### src/rtl/enigma_char_scheduler_if.sv
// Bundle of requester, key-load, cipher-core and response signals around the
// Enigma character scheduler. The slave side is the scheduler itself.
interface enigma_char_scheduler_if #(
  parameter int CHAR_W = 5
);
  logic              a_valid;
  logic [CHAR_W-1:0] a_char;
  logic              a_ready;
  logic              b_valid;
  logic [CHAR_W-1:0] b_char;
  logic              b_ready;
  logic              cfg_load_req;
  logic              cfg_load_ack;
  logic [CHAR_W-1:0] core_char_in;
  logic              core_new_char;
  logic              core_load_key;
  logic [CHAR_W-1:0] core_char_out;
  logic              rsp_valid;
  logic [CHAR_W-1:0] rsp_char;
  logic              rsp_src;
  logic              rsp_ready;
  logic              err_pulse;
  logic              busy;

  modport slave (
    input  a_valid, a_char, b_valid, b_char, cfg_load_req, core_char_out, rsp_ready,
    output a_ready, b_ready, cfg_load_ack, core_char_in, core_new_char, core_load_key,
           rsp_valid, rsp_char, rsp_src, err_pulse, busy
  );

  modport master (
    output a_valid, a_char, b_valid, b_char, cfg_load_req, core_char_out, rsp_ready,
    input  a_ready, b_ready, cfg_load_ack, core_char_in, core_new_char, core_load_key,
           rsp_valid, rsp_char, rsp_src, err_pulse, busy
  );
endinterface

### src/rtl/enigma_char_scheduler.sv
// Shares one Enigma cipher core between two character requesters, one character
// at a time, and applies key loads only between characters.
module enigma_char_scheduler #(
  parameter int CORE_LATENCY = 2,
  parameter int CHAR_W       = 5
) (
  input  logic                    clk,
  input  logic                    reset,
  enigma_char_scheduler_if.slave  bus
);

  localparam int                CNT_W     = 4;
  localparam logic [CHAR_W-1:0] LAST_CODE = CHAR_W'(25);

  typedef enum logic [2:0] {
    S_IDLE,
    S_LOAD,
    S_ISSUE,
    S_WAIT,
    S_RESP
  } state_t;

  state_t             state_q;
  logic               prio_b_q;
  logic [CNT_W-1:0]   cnt_q;
  logic [CHAR_W-1:0]  core_char_in_q;
  logic               core_new_char_q;
  logic               core_load_key_q;
  logic               cfg_load_ack_q;
  logic               rsp_valid_q;
  logic [CHAR_W-1:0]  rsp_char_q;
  logic               rsp_src_q;
  logic               err_pulse_q;

  logic               grant_a;
  logic               grant_b;
  logic [CHAR_W-1:0]  sel_char;

  // A pending key load blocks grants so it always wins a tie with a character.
  always_comb begin
    grant_a = 1'b0;
    grant_b = 1'b0;
    if (state_q == S_IDLE && !bus.cfg_load_req) begin
      if (bus.a_valid && bus.b_valid) begin
        if (prio_b_q) grant_b = 1'b1;
        else          grant_a = 1'b1;
      end else if (bus.a_valid) begin
        grant_a = 1'b1;
      end else if (bus.b_valid) begin
        grant_b = 1'b1;
      end
    end
  end

  assign sel_char = grant_b ? bus.b_char : bus.a_char;

  always_ff @(posedge clk) begin
    if (reset) begin
      state_q         <= S_IDLE;
      prio_b_q        <= 1'b0;
      cnt_q           <= '0;
      core_char_in_q  <= '0;
      core_new_char_q <= 1'b0;
      core_load_key_q <= 1'b0;
      cfg_load_ack_q  <= 1'b0;
      rsp_valid_q     <= 1'b0;
      rsp_char_q      <= '0;
      rsp_src_q       <= 1'b0;
      err_pulse_q     <= 1'b0;
    end else begin
      core_new_char_q <= 1'b0;
      core_load_key_q <= 1'b0;
      cfg_load_ack_q  <= 1'b0;
      err_pulse_q     <= 1'b0;
      case (state_q)
        S_IDLE: begin
          if (bus.cfg_load_req) begin
            state_q         <= S_LOAD;
            core_load_key_q <= 1'b1;
            cfg_load_ack_q  <= 1'b1;
          end else if (grant_a || grant_b) begin
            core_char_in_q <= sel_char;
            rsp_src_q      <= grant_b;
            prio_b_q       <= grant_a;
            // Out-of-range codes never reach the core, so rotors do not step.
            if (sel_char > LAST_CODE) begin
              err_pulse_q <= 1'b1;
            end else begin
              state_q         <= S_ISSUE;
              core_new_char_q <= 1'b1;
            end
          end
        end
        S_LOAD: state_q <= S_IDLE;
        S_ISSUE: begin
          state_q <= S_WAIT;
          cnt_q   <= CNT_W'(CORE_LATENCY - 1);
        end
        S_WAIT: begin
          if (cnt_q == '0) begin
            rsp_char_q  <= bus.core_char_out;
            rsp_valid_q <= 1'b1;
            state_q     <= S_RESP;
          end else begin
            cnt_q <= cnt_q - 1'b1;
          end
        end
        S_RESP: begin
          if (bus.rsp_ready) begin
            rsp_valid_q <= 1'b0;
            state_q     <= S_IDLE;
          end
        end
        default: state_q <= S_IDLE;
      endcase
    end
  end

  assign bus.a_ready       = grant_a;
  assign bus.b_ready       = grant_b;
  assign bus.cfg_load_ack  = cfg_load_ack_q;
  assign bus.core_char_in  = core_char_in_q;
  assign bus.core_new_char = core_new_char_q;
  assign bus.core_load_key = core_load_key_q;
  assign bus.rsp_valid     = rsp_valid_q;
  assign bus.rsp_char      = rsp_char_q;
  assign bus.rsp_src       = rsp_src_q;
  assign bus.err_pulse     = err_pulse_q;
  assign bus.busy          = (state_q != S_IDLE);

endmodule
### src/flat_wrapper.sv
// flat-port wrapper written by rule: the top's interface ports become plain ports
module enigma_char_scheduler_flat 
#(
  parameter int CORE_LATENCY = 2,
  parameter int CHAR_W       = 5
)
  (clk, reset, bus_a_valid, bus_a_char, bus_b_valid, bus_b_char, bus_cfg_load_req, bus_core_char_out, bus_rsp_ready, bus_a_ready, bus_b_ready, bus_cfg_load_ack, bus_core_char_in, bus_core_new_char, bus_core_load_key, bus_rsp_valid, bus_rsp_char, bus_rsp_src, bus_err_pulse, bus_busy);
  enigma_char_scheduler_if #(.CHAR_W(CHAR_W)) bus_i ();
  input  logic clk;
  input  logic reset;
  input wire logic [$bits(bus_i.a_valid)-1:0] bus_a_valid;
  input wire logic [$bits(bus_i.a_char)-1:0] bus_a_char;
  input wire logic [$bits(bus_i.b_valid)-1:0] bus_b_valid;
  input wire logic [$bits(bus_i.b_char)-1:0] bus_b_char;
  input wire logic [$bits(bus_i.cfg_load_req)-1:0] bus_cfg_load_req;
  input wire logic [$bits(bus_i.core_char_out)-1:0] bus_core_char_out;
  input wire logic [$bits(bus_i.rsp_ready)-1:0] bus_rsp_ready;
  output wire logic [$bits(bus_i.a_ready)-1:0] bus_a_ready;
  output wire logic [$bits(bus_i.b_ready)-1:0] bus_b_ready;
  output wire logic [$bits(bus_i.cfg_load_ack)-1:0] bus_cfg_load_ack;
  output wire logic [$bits(bus_i.core_char_in)-1:0] bus_core_char_in;
  output wire logic [$bits(bus_i.core_new_char)-1:0] bus_core_new_char;
  output wire logic [$bits(bus_i.core_load_key)-1:0] bus_core_load_key;
  output wire logic [$bits(bus_i.rsp_valid)-1:0] bus_rsp_valid;
  output wire logic [$bits(bus_i.rsp_char)-1:0] bus_rsp_char;
  output wire logic [$bits(bus_i.rsp_src)-1:0] bus_rsp_src;
  output wire logic [$bits(bus_i.err_pulse)-1:0] bus_err_pulse;
  output wire logic [$bits(bus_i.busy)-1:0] bus_busy;
  assign bus_i.a_valid = bus_a_valid;
  assign bus_i.a_char = bus_a_char;
  assign bus_i.b_valid = bus_b_valid;
  assign bus_i.b_char = bus_b_char;
  assign bus_i.cfg_load_req = bus_cfg_load_req;
  assign bus_i.core_char_out = bus_core_char_out;
  assign bus_i.rsp_ready = bus_rsp_ready;
  assign bus_a_ready = bus_i.a_ready;
  assign bus_b_ready = bus_i.b_ready;
  assign bus_cfg_load_ack = bus_i.cfg_load_ack;
  assign bus_core_char_in = bus_i.core_char_in;
  assign bus_core_new_char = bus_i.core_new_char;
  assign bus_core_load_key = bus_i.core_load_key;
  assign bus_rsp_valid = bus_i.rsp_valid;
  assign bus_rsp_char = bus_i.rsp_char;
  assign bus_rsp_src = bus_i.rsp_src;
  assign bus_err_pulse = bus_i.err_pulse;
  assign bus_busy = bus_i.busy;
  enigma_char_scheduler #(.CORE_LATENCY(CORE_LATENCY), .CHAR_W(CHAR_W)) u_core (.clk(clk), .reset(reset), .bus(bus_i));
endmodule
### config.mk
export PLATFORM = sky130hd
export DESIGN_NAME = enigma_char_scheduler_flat
export DESIGN_NICKNAME = d
export VERILOG_FILES = /design/src/rtl/enigma_char_scheduler_if.sv /design/src/rtl/enigma_char_scheduler.sv /design/src/flat_wrapper.sv
export SDC_FILE = /design/constraint.sdc
export NUM_CORES = 1
export LEC_CHECK = 0
export ABC_AREA = 0
export BUFFER_PORTS_ARGS = -buffer_cell sky130_fd_sc_hd__buf_2
export CAP_MARGIN = 20
export CORE_MARGIN = 1
export CORE_UTILIZATION = 47
export CTS_CLUSTER_SIZE = 16
export DETAILED_ROUTE_END_ITERATION = 10
export PLACE_DENSITY = 0.88
export SLEW_MARGIN = 20
export SYNTH_ARGS = -nofsm -noshare
export SYNTH_HDL_FRONTEND = slang
export SYNTH_SLANG_ARGS = --single-unit
### constraint.sdc
create_clock -name clk -period 2.22 [get_ports clk]
set_input_delay 0.666 -clock clk [delete_from_list [all_inputs] [get_ports clk]]
set_output_delay 0.666 -clock clk [all_outputs]
set_load 0.05 [all_outputs]
Word level (Yosys, flattened, before mapping)
Index checks and enable logic that the tools add are counted.
W data, S select, Z words.
- add/sub/neg operators: 1
- multiply operators: 0
- divide/modulo/power cells: 0
- $lt $le $gt $ge: 1
- eq/ne operators: 8
- shift-type cells: 0
- multiplexer cells: 24
- bitwise logic cells: 3
- reduce and logical (&&, ||, !) cells: 16
- operators by type and width (cell ; count):
    $mux W3 ; 5
    $mux W1 ; 14
    $pmux W3 S4 ; 1
    $pmux W4 S2 ; 1
    $eq A3 B2 Y1 const B ; 2
    $ne A3 B3 Y1 const B ; 2
    $reduce_and A3 Y1 ; 2
    $gt A5 B5 Y1 const B ; 1
    $mux W5 ; 1
    $logic_not A4 Y1 ; 1
    $mux W4 ; 1
    $ne A2 B2 Y1 const B ; 2
    $reduce_and A2 Y1 ; 2
    $reduce_and A4 Y1 ; 1
    $reduce_bool A2 Y1 ; 2
    $reduce_or A4 Y1 ; 1
    $sub A4 B1 Y4 const B ; 1
    $eq A3 B3 Y1 const B ; 1
    $logic_not A3 Y1 ; 1
    $not A1 Y1 ; 3
    $reduce_bool A3 Y1 ; 1
    $logic_and A1 B1 Y1 ; 2
    $ne A2 B1 Y1 const B ; 1
    $pmux W1 S2 ; 1
    other kinds (3) ; 3
- register bits: 23
- bits in latches: 0
- RAM bits: 0
- bits in read-only memories: 0
- logic and storage cells: 63
- memories kept: 0

Depth between registers and ports, before layout
Gate-level depths: netlist of run 1.
- depth in word-level cells: 10
- depth in mapped cells: 7
- gate-level depth less buffers: 6

Worst setup path after synthesis of run 1
Ideal clock, no wire load.
- path type: input -> output
- start point: in bus_cfg_load_req
- end point: out bus_b_ready
- data arrival time: 1424 ps
- setup slack: 130 ps
- stages: 3
- path buffers: 0
- cell sequence: nor4_4 -> nand3_4 -> inv_1
- longest elaborated chain between the ends: 3
- ends and longest elaborated chain (item ; line ; text):
    start: declaration ; flat_wrapper.sv:15 ; input wire logic [$bits(bus_i.cfg_load_req)-1:0] bus_cfg_load_req;
    $logic_not A1 Y1 ; enigma_char_scheduler.sv:43 ; if (state_q == S_IDLE && !bus.cfg_load_req) begin
    $logic_and A1 B1 Y1 ; enigma_char_scheduler.sv:43 ;
    $mux W1 ; enigma_char_scheduler.sv:43 ;
    end: declaration ; flat_wrapper.sv:19 ; output wire logic [$bits(bus_i.b_ready)-1:0] bus_b_ready;
No other way between the ends.

Worst setup path after layout of run 1
Same ends and word-level chain as after synthesis.

==> results.md, run 1 <==
| Step | Metric | Value |
|---|---|---|
| critical path | Worst reg2reg path endpoint | u_core.bus.rsp_char[2] |
| outcome | Outcome | complete, no violations |
| placement | Post-DP HPWL | 1730 µm |
| route | Drt wl/cell | 12.4 µm |
| synth | Top_reg_cell synth | dfxtp_1 |
| global routing | Number of global-route vias before repair | 911 |
| critical path | Data required time of the critical path | 1.55 ns |
| clock network | H-tree levels | 1 |
| critical path | Endpoint kind of the worst setup timing path | output pin |
| global routing | Number of antenna violations at the first check in global routing | 0 |
| clock network | Skew-Pair Late Insertion Delay | 0.31 ns |
| synth | Cell area after synthesis | 0.00108 mm² |
| floorplanning | Die width | 49.9 µm |
| clock network | Clock sinks | 23 |
| critical path | Flop2flop setup slack | 0.23 ns |
| placement | Place WS | 0.0200 ns |
| synth | Unique masters post-synth | 37 |
| clock network | Clock buffers created by TritonCTS | 3 |
| synth | Leading cell types by count after synthesis | 23 x dfxtp_1, 16 x nor2_1, 10 x mux2i_1 |
| finish | Final cell area excluding filler cells | 0.00135 mm² |
| pwr | Register share of total power | 50.1% |
| hold path | Launch instance of the worst min-delay path | u_core.bus.rsp_valid |
| floorplanning | Die area | 0.00249 mm² |
| timing | Slew margin rel. | 65.3% |
| synth | Portion of synthesized cell area occupied by the leading cell type | 42.7% |
| synth | EDFF count, synth | 0 |
| critical path | Reg-to-reg startpoint | u_core.cnt_q[0] |
| synth | Post-synthesis area per instance | 9.37 µm² |
| timing | Final-report setup violation count | 0 |
| timing | Post-route setup slack | 0.0101 ns |
| clock network | TritonCTS clock tree | done |
| timing | Unrepaired setup endpoints after global routing | yes |
| timing | Pins Over Slew Limit | 0 |
| placement | IO buf count | 39 |
| clock network | Root buf cell | clkbuf_4 |
| critical path | FF-to-FF path depth | 6 |
| route | First-pass detailed-route iteration total | 4 |
| critical path | Type of the worst setup path | primary input to output pin |
| pwr | Largest voltage drop on the vdd net | 0.000392 V |
| critical path | CP max FO | 3 |
| floorplanning | Top-Level Pins | 40 |
| pwr | Total net switching power | 0.000315 W |
| flow run | Max_cap viols | 0 |
| critical path | WP data arrival | 1.54 ns |
| floorplanning | FP Rows | 16 |
| global routing | Remaining global-route overflow | 0 |
| timing | Minimum clock period after layout | 2.21 ns |
| route | Post-DRT Antenna Nets | 0 |
| pwr | Power per standard cell area | 679 mW/mm² |
| pwr | Clock power frac | 20.5% |
| floorplanning | Vertical die dimension | 49.9 µm |
| timing | Max frequency | 0.453 GHz |
| synth | Count of mapped cells out of synthesis | 115 |
| clock network | Hold bufs inserted after CTS | 0 |
| global routing | Largest net degree at the start of global routing | 24 |
| hold path | Hold Path Sink | u_core.bus.rsp_valid |
| hold path | Worst hold path cell count | 2 |
| global routing | Global-route wire length before repair | 3750 µm |
| placement | Routability-driven placement congestion ratio | 0.790 |
| pwr | Switching share of power | 34.5% |
| pwr | Leakage power summed over all cells | 0.661 nW |
| timing | Tightest Pin Transition | 0.515 ns |
| clock network | Clock-pin slew on the worst setup and hold paths | 0.13 ns |
| placement | Placed Instance Area | 0.00129 mm² |
| timing | Tightest hold margin | 0.459 ns |
| route | Avg Vias per Cell | 5.38 |
| synth | FF+latch count, synth | 23 |
| finish | Share of cells above drive strength 1 | 36.1% |
| floorplanning | Core area | 0.00206 mm² |
| hold path | Worst min-delay path class | flop to flop |
| finish | Antenna diode instance count | 0 |
| timing | Fin. Hold Viols | 0 |
| timing | Worst clock skew on the final layout | 0.0105 ns |
| clock network | Buffers from clock root to sink, at most | 2 |
| synth | Sequential cell area fraction in the yosys report | 42.7% |
| finish | Nets@finish | 179 |
| synth | Largest cells by area after synthesis | dfxtp_1 43%, mux2i_1 9.3%, nor2_1 5.6%, a21oi_1 4.2%, a211oi_1 4.2% |
| pwr | Power, Total | 0.000913 W |
| synth | Net Count, Synth | 138 |
| floorplanning | Starting Density | 52.2% |
| pwr | Relative contribution of combinational cells to total power | 29.3% |
| finish | Area overhead of the layout relative to synthesis | 24.9% |
| critical path | Sort of element at the start of the critical path | primary input |
| timing | Post-route fraction of the period consumed by the critical path | 99.5% |
| global routing | GRT Resource Usage Total | 19.8% |
| synth | Cell with the most instances after synthesis | dfxtp_1 |
| route | Detailed-route DRC error count | 0 |
| synth | Share of flip-flops with an asynchronous set or reset after synthesis | 0% |
| route | Overall via count from detail_route | 979 |
| pwr | Internal power of the cells | 0.000598 W |
| route | Iteration-0 DRC Markers | 13 |
| finish | Final standard cell utilization of the core | 65.2% |
| synth | Largest area contributor in the synthesized netlist | dfxtp_1 |
| route | Total routed wirelength | 2260 µm |
| synth | Yosys warns | 0 |
-- cell families after synthesis --
family	count (synthesis)	share of synthesized area (%)
adder cells (fa/ha/maj)	2	2.32
multiplexers	12	11.7
flip-flops	23	42.7
buffers and inverters	13	5.92
AND/OR/NAND/NOR	38	21.3
AO/OA/AOI/OAI	27	16.0
-- what timing repair did --
item	in CTS	in global routing
cloned	0	0
buffers inserted	0	1
resized for setup	1	8
setup endpoints to repair	1	2
pin swaps	0	1
-- layer usage --
metal	part of all wire (%)	track usage, %
met5	0	0
met4	1.5	9.05
met3	5.1	4.01
met2	51	36.5
met1	42	21.2
-- worst max-delay path, stage by stage --
cell	delay [ns]
buf_8	0.10
nor4_4	0.32
buf_4	0.18
nand3_4	0.07
inv_2	0.06
buf_8	0.13
-- power by group through the flow --
| stage | sequential (W) | combinational (W) | clock, W |
|---|---|---|---|
| after floorplan | 0.000523 | 0.000138 | 0 |
| after global placement | 0.000465 | 0.000251 | 0 |
| after detailed placement | 0.000466 | 0.000259 | 0 |
| after CTS | 0.000458 | 0.000260 | 0.000197 |
| after global routing | 0.000462 | 0.000288 | 0.000213 |
| final | 0.000458 | 0.000268 | 0.000187 |
-- how the worst max path moves through the flow --
stage                            from  slack [ns]  cells past startpoint           to
floorplan            bus_cfg_load_req        0.13                      3  bus_b_ready
global placement     bus_cfg_load_req        0.04                      6  bus_b_ready
detailed placement   bus_cfg_load_req        0.02                      6  bus_b_ready
CTS                 u_core.state_q[0]        0.03                      5  bus_b_ready
global route         bus_cfg_load_req       -0.02                      6  bus_b_ready
finish               bus_cfg_load_req        0.01                      6  bus_b_ready
-- placed cells by master, fill, tap and decap left out, drive strengths merged, types with 2 or more instances in the layout --
| cell type | Yosys | routed |
|---|---|---|
| o21ai | 3 | 3 |
| nand2 | 4 | 4 |
| clkbuf | 2 | 3 |
| inv | 6 | 6 |
| mux2i | 10 | 10 |
| nor3b | 2 | 2 |
| buf | 5 | 43 |
| nor4 | 2 | 2 |
| a211oi | 6 | 6 |
| o211ai | 2 | 2 |
| nor3 | 2 | 2 |
| nand3 | 4 | 4 |
| o31ai | 2 | 2 |
| ha | 2 | 2 |
| a21oi | 9 | 9 |
| dfxtp | 23 | 23 |
| nand2b | 2 | 2 |
| mux2 | 2 | 2 |
| nor2 | 16 | 16 |
-- stage by stage --
step | setup TNS [ns] | cells
after floorplan | 0 | 115
after global placement | 0 | 177
after detailed placement | 0 | 177
after CTS | 0 | 181
after global routing | -0.0232 | 182
final | 0 | 182
-- registers in the layout, indices dropped and copies added (netlist names), 3 cells and up --
signal and count:
u_core.cnt_q 4, u_core.state_q 3, u_core.bus.core_char_in 5, u_core.bus.rsp_char 5
-- cell type report --
cell class              count  area [µm²]
multi-input cells          79         553
flip-flops and latches     23         460
inverters                   6        22.5
clock inverters             1        5.00
repair buffers             43         248
clock buffers               3        22.5
fillers                   174         717
well taps                  27        33.8
No activity file was read; power rests on OpenSTA's default activity.
==> inputs of run 2 (changes only) <==
--- a/config.mk
+++ b/config.mk
@@ -12,7 +12,7 @@
 export CORE_UTILIZATION = 47
 export CTS_CLUSTER_SIZE = 16
 export DETAILED_ROUTE_END_ITERATION = 10
-export PLACE_DENSITY = 0.88
+export PLACE_DENSITY_LB_ADDON = 0.25
 export SLEW_MARGIN = 20
 export SYNTH_ARGS = -nofsm -noshare
 export SYNTH_HDL_FRONTEND = slang
==> run 2 against run 1 <==
Net effect: clock skew down 0.0017 ns; global-route usage up 0.12 points; power grew 0.29%; highest routed layer unchanged; clock-buffer cell count increased by 1; final cell count stayed put; die area stayed put; largest power group unchanged; via count decreased by 3.2%; critical path type is now flop to output pin; sequential cell count unchanged.
==> results.md, run 2 (synthesis gave the netlist of run 1 again) <==
| Step | Metric | Value | vs previous |
|---|---|---|---|
| timing | Fin. Hold Viols | 0 | unchanged |
| critical path | Endpoint kind of the worst setup timing path | output pin | unchanged |
| critical path | Sort of element at the start of the critical path | flop | was primary input |
| clock network | Clock buffers created by TritonCTS | 3 | unchanged |
| global routing | Largest net degree at the start of global routing | 24 | unchanged |
| pwr | Largest voltage drop on the vdd net | 0.000396 V | was 0.000392 V |
| global routing | Number of global-route vias before repair | 932 | was 911 |
| critical path | Crit-path leading delay family | simple AND/OR/NAND/NOR gates | was buffers and inverters |
| critical path | FF-to-FF path depth | 6 | unchanged |
| timing | Unrepaired setup endpoints after global routing | no | was yes |
| clock network | Skew-Pair Late Insertion Delay | 0.31 ns | about the same |
| timing | Minimum clock period after layout | 2.14 ns | was 2.21 ns |
| finish | # fillers | 198 | was 174 |
| critical path | Flop2flop setup slack | 0.27 ns | was 0.23 ns |
| timing | Final-report setup violation count | 0 | unchanged |
| timing | Sum Neg Setup Slack | 0 ns | unchanged |
| floorplanning | FP Rows | 16 | unchanged |
| clock network | Root buf cell | clkbuf_4 | unchanged |
| route | Detailed-route DRC error count | 0 | unchanged |
| route | Total routed wirelength | 2180 µm | was 2260 µm |
| clock network | Clock sinks | 23 | unchanged |
| global routing | Global-route wire length before repair | 3770 µm | was 3750 µm |
| critical path | Critical path depth in cells | 3 | was 6 |
| route | Drt wl/cell | 12.0 µm | was 12.4 µm |
| route | Iteration-0 DRC Markers | 16 | was 13 |
| floorplanning | Die width | 49.9 µm | unchanged |
| critical path | CP max FO | 4 | was 3 |
| timing | Tightest Pin Transition | 0.494 ns | was 0.515 ns |
| floorplanning | Die area | 0.00249 mm² | unchanged |
| finish | Share of cells above drive strength 1 | 36.1% | unchanged |
| placement | IO buf count | 39 | unchanged |
| critical path | Type of the worst setup path | flop to output pin | was primary input to output pin |
| finish | Area overhead of the layout relative to synthesis | 24.3% | was 24.9% |
| clock network | TritonCTS clock tree | done | unchanged |
| floorplanning | Starting Density | 52.2% | unchanged |
| clock network | H-tree levels | 1 | unchanged |
| critical path | Slowest cell on crit path | dfxtp_4 | was nor4_4 |
| finish | Highest-count cells in the layout ignoring fill and taps | 37 x buf_2, 21 x dfxtp_1, 16 x nor2_1, 10 x mux2i_1, 9 x a21oi_1 | was 36 x buf_2, 23 x dfxtp_1, 16 x nor2_1, 10 x mux2i_1, 9 x a21oi_1 |
| timing | Pins Over Slew Limit | 0 | unchanged |
| floorplanning | Core area | 0.00206 mm² | unchanged |
| placement | Routability-driven placement congestion ratio | 0.783 | was 0.790 |
| timing | Slew margin rel. | 66.7% | was 65.3% |
| pwr | Power per standard cell area | 684 mW/mm² | was 679 mW/mm² |
| critical path | Critical Path Max Stage Delay | 0.38 ns | was 0.32 ns |
| finish | Commonest non-fill, non-tap cell in the layout | buf_2 | unchanged |
| critical path | Critical path buffer and inverter count | 1 | was 4 |
| route | Post-DRT Antenna Nets | 0 | unchanged |
| global routing | Remaining global-route overflow | 0 | unchanged |
| timing | Post-route fraction of the period consumed by the critical path | 96.5% | was 99.5% |
| timing | Max frequency | 0.467 GHz | was 0.453 GHz |
| pwr | Leakage power summed over all cells | 0.657 nW | was 0.661 nW |
| placement | Post-DP HPWL | 1580 µm | was 1730 µm |
| critical path | Data required time of the critical path | 1.55 ns | about the same |
| finish | Nets@finish | 179 | unchanged |
| route | First-pass detailed-route iteration total | 4 | unchanged |
| floorplanning | Top-Level Pins | 40 | unchanged |
| critical path | WP data arrival | 1.48 ns | was 1.54 ns |
| hold path | Worst min-delay path class | flop to flop | unchanged |
| hold path | Worst hold path cell count | 2 | unchanged |
| floorplanning | Vertical die dimension | 49.9 µm | unchanged |
| clock network | Clock-pin slew on the worst setup and hold paths | 0.12 ns | was 0.13 ns |
| global routing | GRT Resource Usage Total | 19.9% | was 19.8% |
| outcome | Outcome | complete, no violations | unchanged |
| clock network | Buffers from clock root to sink, at most | 2 | unchanged |
| timing | Post-route setup slack | 0.0786 ns | was 0.0101 ns |
| placement | Place WS | 0.0179 ns | was 0.0200 ns |
| critical path | List of cells traversed by the critical path | nor4_4 -> and3_4 -> buf_6 | was buf_8 -> nor4_4 -> buf_4 -> nand3_4 -> inv_2 -> buf_8 |
| global routing | Number of antenna violations at the first check in global routing | 0 | unchanged |
| finish | Antenna diode instance count | 0 | unchanged |
| timing | Worst clock skew on the final layout | 0.00882 ns | was 0.0105 ns |
| flow run | Max_cap viols | 0 | unchanged |
| route | Overall via count from detail_route | 948 | was 979 |
| route | Avg Vias per Cell | 5.21 | was 5.38 |
==> run 2: area by class of cell <==
| cell class | instances | area (µm²) | share of cell area, % |
|---|---|---|---|
| Multi-Input combinational cell | 79 | 557 | 41.6 |
| Sequential cell | 23 | 465 | 34.8 |
| Inverter | 6 | 22.5 | 1.68 |
| Tap cell | 27 | 33.8 | 2.52 |
| Clock buffer | 4 | 26.3 | 1.96 |
| Timing Repair Buffer | 43 | 234 | 17.5 |
==> run 2: path summary, 6_finish.rpt <==
check,startpoint,end
max,u_core.state_q[0],bus_a_ready
min,u_core.bus.rsp_src,u_core.bus.rsp_src
max reg2reg,u_core.cnt_q[0],u_core.bus.rsp_char[1]
min reg2reg,u_core.bus.rsp_src,u_core.bus.rsp_src
==> run 2: worst register-to-register path, stage by stage, from the launching register on <==
cell     delay (ns)
dfxtp_1        0.36
inv_1          0.11
ha_1           0.17
nor3b_2        0.38
or3b_1         0.56
mux2i_1        0.22
nor2_1         0.05
==> run 2: per-layer routing <==
metal / vias up / global-route usage [%] / routed length, µm
li1: 488 / - / -
met1: 430 / 23.8 / 982
met2: 26 / 33.8 / 1070
met3: 4 / 3.70 / 103
met4: 0 / 9.52 / 29
met5: - / 0 / 0
==> run 2: power breakdown <==
part / internal [W] / total, W / switching, W / leakage [nW]
logic: 0.0000900 / 0.000265 / 0.000175 / 0.454
registers: 0.000439 / 0.000458 / 0.0000194 / 0.189
clock network: 0.0000701 / 0.000192 / 0.000121 / 0.0150
==> run 2: per-stage QoR <==
step | instance area [µm²] | total power (W) | util, % | instances | hold WS, ns
floorplan | 1080 | 0.000661 | - | 115 | 0.466
global placement | 1280 | 0.000715 | 62.1 | 176 | 0.439
detailed placement | 1280 | 0.000721 | 62.1 | 176 | 0.448
CTS | 1320 | 0.000918 | 64.0 | 180 | 0.465
global route | 1340 | 0.000956 | 64.9 | 182 | 0.489
finish | 1340 | 0.000915 | 64.9 | 182 | 0.461
==> run 2: timing repair <==
item	in CTS	in global routing
hold buffers	0	0
buffers inserted	0	2
pin swaps	1	2
setup endpoints to repair	2	2
resized for setup	4	3
==> inputs of run 3 (changes only) <==
--- a/config.mk
+++ b/config.mk
@@ -10,9 +10,11 @@
 export CAP_MARGIN = 20
 export CORE_MARGIN = 1
 export CORE_UTILIZATION = 47
+export CTS_CLUSTER_DIAMETER = 80
 export CTS_CLUSTER_SIZE = 16
 export DETAILED_ROUTE_END_ITERATION = 10
 export PLACE_DENSITY_LB_ADDON = 0.25
+export RECOVER_POWER = 50
 export SLEW_MARGIN = 20
 export SYNTH_ARGS = -nofsm -noshare
 export SYNTH_HDL_FRONTEND = slang
==> run 3 against run 2 <==
Net effect: final area shrank 1.3%; sequential cell count is the same; die area is the same; sequential power is essentially flat; maximum frequency is essentially flat; final cell count is the same; wire length grew 0.32%.
==> results.md, run 3 (synthesis gave the netlist of run 1 again) <==
| Step | Metric | Value | vs previous |
|---|---|---|---|
| global routing | Largest net degree at the start of global routing | 24 | unchanged |
| flow run | Max_cap viols | 0 | unchanged |
| placement | Post-DP HPWL | 1580 µm | unchanged |
| critical path | FF-to-FF path depth | 6 | unchanged |
| route | Overall via count from detail_route | 940 | was 948 |
| route | Met1 routed wirelength after detailed routing | 986 µm | was 982 µm |
| clock network | Buffers from clock root to sink, at most | 2 | unchanged |
| critical path | Sort of element at the start of the critical path | flop | unchanged |
| timing | Unrepaired setup endpoints after global routing | no | unchanged |
| placement | Place WS | 0.0179 ns | unchanged |
| placement | Routability-driven placement congestion ratio | 0.783 | unchanged |
| finish | Antenna diode instance count | 0 | unchanged |
| timing | Max frequency | 0.467 GHz | about the same |
| timing | Tightest hold margin | 0.466 ns | was 0.461 ns |
| route | Total routed wirelength | 2190 µm | was 2180 µm |
| timing | Fin. Hold Viols | 0 | unchanged |
| critical path | WP data arrival | 1.48 ns | about the same |
| placement | IO buf count | 39 | unchanged |
| floorplanning | Top-Level Pins | 40 | unchanged |
| global routing | Number of antenna violations at the first check in global routing | 0 | unchanged |
| timing | Pins Over Slew Limit | 0 | unchanged |
| clock network | Root buf cell | clkbuf_4 | unchanged |
| global routing | GRT Resource Usage Total | 19.9% | unchanged |
| route | Post-DRT Antenna Nets | 0 | unchanged |
| floorplanning | Vertical die dimension | 49.9 µm | unchanged |
| hold path | Worst min-delay path class | flop to flop | unchanged |
| timing | Worst clock skew on the final layout | 0.00805 ns | was 0.00882 ns |
| finish | Nets@finish | 179 | unchanged |
| clock network | Clock-pin slew on the worst setup and hold paths | 0.12 ns | about the same |
| route | First-pass detailed-route iteration total | 4 | unchanged |
| floorplanning | Starting Density | 52.2% | unchanged |
| pwr | Power per standard cell area | 689 mW/mm² | was 684 mW/mm² |
| floorplanning | FP Rows | 16 | unchanged |
| route | Highest routed metal layer | met4 | unchanged |
| timing | Final-report setup violation count | 0 | unchanged |
| critical path | Data required time of the critical path | 1.55 ns | about the same |
| finish | Commonest non-fill, non-tap cell in the layout | buf_2 | unchanged |
| floorplanning | Die area | 0.00249 mm² | unchanged |
| route | Drt wl/cell | 12.0 µm | about the same |
| route | Routed met2 length | 1060 µm | was 1070 µm |
| finish | Area overhead of the layout relative to synthesis | 22.6% | was 24.3% |
| floorplanning | Core area | 0.00206 mm² | unchanged |
| clock network | TritonCTS clock tree | done | unchanged |
| global routing | Number of global-route vias before repair | 932 | unchanged |
| finish | # fillers | 204 | was 198 |
| finish | Highest-count cells in the layout ignoring fill and taps | 23 x buf_2, 21 x dfxtp_1, 16 x nor2_1, 15 x clkbuf_1, 10 x mux2i_1 | was 37 x buf_2, 21 x dfxtp_1, 16 x nor2_1, 10 x mux2i_1, 9 x a21oi_1 |
| clock network | Skew-Pair Late Insertion Delay | 0.31 ns | about the same |
| timing | Post-route fraction of the period consumed by the critical path | 96.5% | about the same |
| route | Met3 routed WL | 110 µm | was 103 µm |
| global routing | Global-route wire length before repair | 3770 µm | unchanged |
| timing | Post-route setup slack | 0.0784 ns | was 0.0786 ns |
| clock network | H-tree levels | 1 | unchanged |
| clock network | Clock buffers created by TritonCTS | 3 | unchanged |
| global routing | Remaining global-route overflow | 0 | unchanged |
| critical path | Type of the worst setup path | flop to output pin | unchanged |
| timing | Minimum clock period after layout | 2.14 ns | about the same |
| finish | Share of cells above drive strength 1 | 27.1% | was 36.1% |
| floorplanning | Die width | 49.9 µm | unchanged |
| pwr | Leakage power summed over all cells | 0.599 nW | was 0.657 nW |
| timing | Tightest Pin Transition | 0.607 ns | was 0.494 ns |
| critical path | Endpoint kind of the worst setup timing path | output pin | unchanged |
| pwr | Largest voltage drop on the vdd net | 0.000392 V | was 0.000396 V |
| timing | Slew margin rel. | 59.7% | was 66.7% |
| critical path | CP max FO | 4 | unchanged |
| route | Avg Vias per Cell | 5.16 | was 5.21 |
| route | Iteration-0 DRC Markers | 15 | was 16 |
| hold path | Worst hold path cell count | 2 | unchanged |
| clock network | Clock sinks | 23 | unchanged |
| route | Detailed-route DRC error count | 0 | unchanged |
| outcome | Outcome | complete, no violations | unchanged |
[run 3: changes by cell type in the layout (fill, tap and decap cells not counted), sizes merged]
cell	previous run	this run
buf	43	28
clkbuf	4	19
[run 3: where the power goes]
group / total, W / switching [W] / internal, W / leakage (nW)
clock network: 0.000191 / 0.000121 / 0.0000701 / 0.0150
logic: 0.000261 / 0.000176 / 0.0000852 / 0.395
registers: 0.000459 / 0.0000196 / 0.000439 / 0.189
total: 0.000911 / 0.000316 / 0.000594 / 0.599
[run 3: what timing repair did]
item                       CTS  global route
setup endpoints to repair    2             2
buffers inserted             0             2
cloned                       0             0
resized for setup            4             3
pin swaps                    1             2
hold buffers                 0             0
[run 3: stage by stage]
step | util [%] | cells | cell area [µm²] | TNS (ns) | total power, W
2_1_floorplan | - | 115 | 1080 | 0 | 0.000661
4_1_cts | 64.0 | 180 | 1320 | -0.0281 | 0.000918
5_1_grt | 64.1 | 182 | 1320 | 0 | 0.000952
3_5_place_dp | 62.1 | 176 | 1280 | 0 | 0.000721
3_3_place_gp | 62.1 | 176 | 1280 | 0 | 0.000715
6_report | 64.1 | 182 | 1320 | 0 | 0.000911
[run 3: path summary, 6_finish.rpt]
check                           slack [ns]          startpoint                     end
worst max-delay path                  0.08   u_core.state_q[0]             bus_a_ready
worst min register to register        0.47  u_core.bus.rsp_src      u_core.bus.rsp_src
worst min-delay path                  0.47  u_core.bus.rsp_src      u_core.bus.rsp_src
worst max register to register        0.27     u_core.cnt_q[0]  u_core.bus.rsp_char[1]
[run 3: cell type report]
type	instances	area, µm²	area share [%]
Multi-Input combinational cell	79	557	42.1
Sequential cell	23	465	35.2
Timing Repair Buffer	43	216	16.4
Tap cell	27	33.8	2.56
Clock buffer	4	26.3	1.99
Inverter	6	22.5	1.70
[run 3: worst max-delay path, cell delays in order (launching register included)]
cell and delay, ns:
dfxtp_4 0.38, nor4_4 0.37, and3_4 0.26, buf_6 0.15
[run 3: per-layer routing]
metal	global-route usage, %	up-vias
met3	3.70	4
met2	33.8	28
met1	23.8	419
met5	0	-
li1	-	489
met4	9.52	0
